--- config.mk ---
export PLATFORM = sky130hd
export DESIGN_NAME = rom_port_arbiter
export DESIGN_NICKNAME = d
export VERILOG_FILES = /design/src/rtl/mips_pkg.sv /design/src/rtl/rr_arb2.sv /design/src/rtl/rom_port_arbiter.sv
export SDC_FILE = /design/constraint.sdc
export NUM_CORES = 1
export LEC_CHECK = 0
export ABC_AREA = 1
export BUFFER_PORTS_ARGS = -buffer_cell sky130_fd_sc_hd__buf_2
export CAP_MARGIN = 20
export CORE_MARGIN = 5
export CORE_UTILIZATION = 26
export DETAILED_ROUTE_END_ITERATION = 8
export GPL_TIMING_DRIVEN = 0
export SETUP_SLACK_MARGIN = 0.2
export SYNTH_ARGS = -nofsm -noshare
export SYNTH_HDL_FRONTEND = slang
export SYNTH_HIERARCHICAL = 1
export SYNTH_SLANG_ARGS = --single-unit
--- constraint.sdc ---
create_clock -name clk -period 3.2 [get_ports clk]
set_input_delay 0.16 -clock clk [delete_from_list [all_inputs] [get_ports clk]]
set_output_delay 0.16 -clock clk [all_outputs]
set_load 0.05 [all_outputs]
--- src/rtl/mips_pkg.sv ---
// rtl/mips_pkg.sv - shared state encoding, widths and helpers for the ROM port arbiter
package mips_pkg;

  typedef enum logic {
    ST_IDLE   = 1'b0,
    ST_ACCESS = 1'b1
  } state_t;

  localparam int WORD_W            = 32;
  localparam int ADDR_W            = 32;
  localparam int ROM_DEPTH_DEFAULT = 256;

  // Counter only ever holds WAIT_CYCLES-1 down to 0.
  function automatic int cnt_width(input int wait_cycles);
    return (wait_cycles > 1) ? $clog2(wait_cycles) : 1;
  endfunction

endpackage

--- src/rtl/rr_arb2.sv ---
// rtl/rr_arb2.sv - two-way round-robin pick with its own last-grant register
module rr_arb2 (
  input  logic       i_clk,
  input  logic       i_rst,
  input  logic       i_req0,
  input  logic       i_req1,
  input  logic       i_update,
  output logic [1:0] o_winner
);

  logic r_last_grant;

  always_comb begin
    o_winner = 2'b00;
    if (i_req0 && i_req1) begin
      o_winner = r_last_grant ? 2'b01 : 2'b10;
    end else if (i_req0) begin
      o_winner = 2'b01;
    end else if (i_req1) begin
      o_winner = 2'b10;
    end
  end

  // Resetting to port 1 makes port 0 win the first tie.
  always_ff @(posedge i_clk or posedge i_rst) begin
    if (i_rst) begin
      r_last_grant <= 1'b1;
    end else if (i_update && (o_winner != 2'b00)) begin
      r_last_grant <= o_winner[1];
    end
  end

endmodule

--- src/rtl/rom_port_arbiter.sv ---
// rtl/rom_port_arbiter.sv - round-robin sharing of one combinational ROM between fetch and load ports
// Optional out-of-range check enabled by ROM_ARB_BOUNDS_CHECK_EN.
module rom_port_arbiter
  import mips_pkg::*;
#(
  parameter int WAIT_CYCLES = 1,
  parameter int ROM_DEPTH   = ROM_DEPTH_DEFAULT
) (
  input  logic              clk,
  input  logic              rst,
  input  logic              req0,
  input  logic [ADDR_W-1:0] addr0,
  output logic              gnt0,
  output logic              rvalid0,
  output logic [WORD_W-1:0] rdata0,
  output logic              err0,
  input  logic              req1,
  input  logic [ADDR_W-1:0] addr1,
  output logic              gnt1,
  output logic              rvalid1,
  output logic [WORD_W-1:0] rdata1,
  output logic              err1,
  output logic [ADDR_W-1:0] rom_address,
  output logic              rom_read_en,
  output logic              rom_ce,
  input  logic [WORD_W-1:0] rom_data,
  output logic              busy
);

  localparam int CNT_W = cnt_width(WAIT_CYCLES);

  state_t            r_state;
  state_t            w_next_state;
  logic [CNT_W-1:0]  r_cnt;
  logic              r_port;
  logic [ADDR_W-1:0] r_addr;
  logic              r_gnt0;
  logic              r_gnt1;
  logic              r_rvalid0;
  logic              r_rvalid1;
  logic [WORD_W-1:0] r_rdata0;
  logic [WORD_W-1:0] r_rdata1;
  logic [1:0]        w_winner;
  logic              w_idle;
  logic              w_access;
  logic              w_start;
  logic              w_done;
  logic              w_rom_on;
  logic [ADDR_W-1:0] w_sel_addr;
  logic [WORD_W-1:0] w_rsp_data;

  rr_arb2 u_rr_arb2 (
    .i_clk    (clk),
    .i_rst    (rst),
    .i_req0   (req0),
    .i_req1   (req1),
    .i_update (w_idle),
    .o_winner (w_winner)
  );

  assign w_idle     = (r_state == ST_IDLE);
  assign w_access   = (r_state == ST_ACCESS);
  assign w_start    = w_idle && (w_winner != 2'b00);
  assign w_done     = w_access && (r_cnt == '0);
  assign w_sel_addr = w_winner[1] ? addr1 : addr0;

`ifdef ROM_ARB_BOUNDS_CHECK_EN
  localparam logic [ADDR_W-1:0] L_DEPTH = ADDR_W'(ROM_DEPTH);

  logic r_oor;
  logic r_err0;
  logic r_err1;

  // Out-of-range transactions keep the ROM disabled but keep normal timing.
  always_ff @(posedge clk or posedge rst) begin
    if (rst) begin
      r_oor  <= 1'b0;
      r_err0 <= 1'b0;
      r_err1 <= 1'b0;
    end else begin
      r_err0 <= w_done && !r_port && r_oor;
      r_err1 <= w_done && r_port && r_oor;
      if (w_start) begin
        r_oor <= (w_sel_addr >= L_DEPTH);
      end else if (w_done) begin
        r_oor <= 1'b0;
      end
    end
  end

  assign w_rom_on   = w_access && !r_oor;
  assign w_rsp_data = r_oor ? '0 : rom_data;
  assign err0       = r_err0;
  assign err1       = r_err1;
`else
  logic w_unused_depth;

  assign w_unused_depth = |ROM_DEPTH;
  assign w_rom_on       = w_access;
  assign w_rsp_data     = rom_data;
  assign err0           = 1'b0;
  assign err1           = 1'b0;
`endif

  always_ff @(posedge clk or posedge rst) begin
    if (rst) begin
      r_state <= ST_IDLE;
    end else begin
      r_state <= w_next_state;
    end
  end

  always_comb begin
    w_next_state = r_state;
    case (r_state)
      ST_IDLE:   if (w_start) w_next_state = ST_ACCESS;
      ST_ACCESS: if (r_cnt == '0) w_next_state = ST_IDLE;
      default:   w_next_state = ST_IDLE;
    endcase
  end

  always_ff @(posedge clk or posedge rst) begin
    if (rst) begin
      r_cnt     <= '0;
      r_port    <= 1'b0;
      r_addr    <= '0;
      r_gnt0    <= 1'b0;
      r_gnt1    <= 1'b0;
      r_rvalid0 <= 1'b0;
      r_rvalid1 <= 1'b0;
      r_rdata0  <= '0;
      r_rdata1  <= '0;
    end else begin
      r_gnt0    <= w_start && w_winner[0];
      r_gnt1    <= w_start && w_winner[1];
      r_rvalid0 <= w_done && !r_port;
      r_rvalid1 <= w_done && r_port;
      if (w_start) begin
        r_port <= w_winner[1];
        r_addr <= w_sel_addr;
        r_cnt  <= CNT_W'(WAIT_CYCLES - 1);
      end else if (w_done) begin
        r_addr <= '0;
      end else if (w_access) begin
        r_cnt <= r_cnt - 1'b1;
      end
      if (w_done && !r_port) r_rdata0 <= w_rsp_data;
      if (w_done && r_port)  r_rdata1 <= w_rsp_data;
    end
  end

  // Address register is cleared on completion, so the ROM sees zeros outside ACCESS.
  assign rom_address = r_addr;
  assign rom_ce      = w_rom_on;
  assign rom_read_en = w_rom_on;
  assign busy        = w_access;
  assign gnt0        = r_gnt0;
  assign gnt1        = r_gnt1;
  assign rvalid0     = r_rvalid0;
  assign rvalid1     = r_rvalid1;
  assign rdata0      = r_rdata0;
  assign rdata1      = r_rdata1;

endmodule

==> impl_metrics.yaml <==
setup_path:
  worstSetupPathType: "reg2reg"
  critical_path_required_ns: 3.44
  path_max_fanout: 10
  arrival_ns: 2.04
  r2r_slack_ns: 1.40
  crit_path_end_kind: "flop"
  cp-start-kind: "flop"
finish:
  fin_area_um2: 6030
  n_antenna_cell: 0
  layout.nets: 834
  stdcell_count: 959
  drive_gt1_frac: 0.334
  syn_to_final_growth_pct: 37.0
cts:
  cts.sinks: 104
  clkTransAtPathRegs_ns: 0.07
  root_buffer: "clkbuf_16"
  numCtsBuffers: 9
  cts_resized: 0
  cts_tree: "built"
  clk_latency_ns: 0.35
  htree_levels: 3
  clock_path_buffers: 2
sta:
  period_share: 0.564
  final-max-slew-violation-count: 0
  setup_viol: 0
  clock.fmax_ghz: 0.554
  timing.hold.ws_ns: 0.0562
  max_slew_margin: 0.514
  hold_viol: 0
  rsz0062_at_grt: "false"
  skew_ns: 0.00658
  worstMarginPinSlew_ns: 0.728
  finalCriticalPeriod_ns: 1.80
synth:
  synth_cell_types: 16
  synthCells: 518
  yosysTopAreaCellShare: 0.586
  syn-cell-area_um2: 4400
  syn_avg_cell_area_um2: 8.50
  ys_warn_count: 6
  seq_area_frac_synth: 0.592
  ys_top_cells_by_area: "dfrtp_1 (59%), nand2_1 (14%), o21ai_0 (10%)"
  synth_area_leader_cell: "dfrtp_1"
  ys_ff_latch: 104
routing:
  post_drt_via_cell_ratio: 4.18
  drc: 0
  post_drt_wl_per_cell_um: 13.9
  drt-total-wl_um: 13300
  firstDrtPassIters: 4
  drtIter0Drc: 175
  num_vias: 4006
  drtAntennaViolNets: 0
placement:
  dp_cells: 942
  placed_area_um2: 5720
  port_buffers: 202
  globalplace.congestion: 0.804
  hpwl_um: 10300
global_route:
  antenna_found_initial: 1
  grt_max_degree: 57
  grt_pass1_wl_um: 21400
  grt_pass1_vias: 4054
  grt_usage: 0.136
  grt_overflow_total: 0
status:
  status: "finished clean"
power_and_ir_drop:
  p_leak_nw: 3.50
  power_density_nw_per_um2: 1230
  ir_drop_mv: 0.530
floorplan:
  core_area_um2: 16600
  start_util: 0.265
  die_x_um: 140
  pin_count: 205
  num_rows: 47
  die_y_um: 140
  die_area_um2: 19600
hold_path:
  holdCritPathClass: "in2reg"
job:
  maxCapViolations: 0
metrics by stage:
stage          setup slack [ns]  power [mW]  setup TNS [ns]  utilization
4_1_cts                    1.31        7.50               0        0.364
5_1_grt                    1.19        7.86               0        0.364
6_report                   1.40        7.39               0        0.364
2_1_floorplan             0.336        5.23               0            -
3_3_place_gp              -1.04        6.31         -106.65        0.343
3_5_place_dp               1.33        6.36               0        0.345
cell families after synthesis:
group / share of synthesized area
other cells: 0.000852
flops: 0.592
simple gates: 0.183
compound gates: 0.119
buf+inv: 0.106
synthesized netlist by cell type:
master	n
dfrtp_1	103
buf_2	13
a21boi_0	1
clkbuf_1	8
o21ai_1	8
nand2_1	165
clkbuf_2	3
dfstp_2	1
nand3_1	36
inv_1	75
buf_4	10
a21boi_1	1
o21ai_2	2
conb_1	1
o21ai_0	90
nor2_1	1
placed cells by master, fill, tap and decap left out:
master,count
nand2_1,165
inv_6,1
nor2_1,1
dlygate4sd3_1,1
nand3_1,36
buf_4,10
o21ai_0,90
clkbuf_2,3
clkinv_4,1
clkbuf_1,10
inv_1,74
clkinv_2,1
clkbuf_16,9
buf_16,1
clkbuf_8,1
a21boi_0,1
o21ai_1,8
dfstp_2,1
o21ai_2,2
inv_4,1
a21boi_1,1
buf_2,215
dfrtp_1,103
bufinv_16,1
conb_1,2
state kept, by name, indices dropped and copies added, names as in the netlist:
signal                  cells
rdata0                     32
r_port                      1
rdata1                     32
u_rr_arb2/r_last_grant      1
busy                        1
gnt0                        1
rom_address                32
rvalid1                     1
gnt1                        1
r_cnt                       1
rvalid0                     1
critical path: stages, from the launching register on:
cell	delay [ns]
dfstp_2	0.37
a21boi_0	0.32
buf_2	0.29
clkbuf_1	0.35
o21ai_0	0.20
nand2_1	0.10
nand2_1	0.05
power breakdown:
part / total (mW) / internal [mW] / switching [mW]
Clock: 1.12 / 0.632 / 0.487
Combinational: 4.03 / 0.854 / 3.18
Sequential: 2.24 / 1.92 / 0.326
metal layers:
layer | wire length [µm] | track usage
met1 | 6060 | 0.182
met2 | 6060 | 0.215
met5 | 7 | 0
met3 | 997 | 0.0354
met4 | 180 | 0.0464
repair_timing:
item	CTS	global route
hold buffers	1	0
endpoints found under the hold margin	56	0
setup buffers	0	0
layout make-up:
class,count,area [µm²]
plain buffers,34,185
flip-flops and latches,104,2600
fillers,1804,10600
clock buffers,12,246
repair buffers,204,1050
multi-input cells,306,1330
well taps,220,275
clock inverters,4,52.6
inverters,75,284
final timing paths:
path / from / to / cells past startpoint
worst max register to register: u_rr_arb2/r_last_grant / rom_address[8] / 6
worst min-delay path: req0 / u_rr_arb2/r_last_grant / 4
max in group asynchronous: rst / rdata0[19] / 4
worst min register to register: rdata0[30] / rdata0[30] / 2
min in group asynchronous: rst / u_rr_arb2/r_last_grant / 3
worst max-delay path: u_rr_arb2/r_last_grant / rom_address[8] / 6
(Power assumes the default switching activity.)
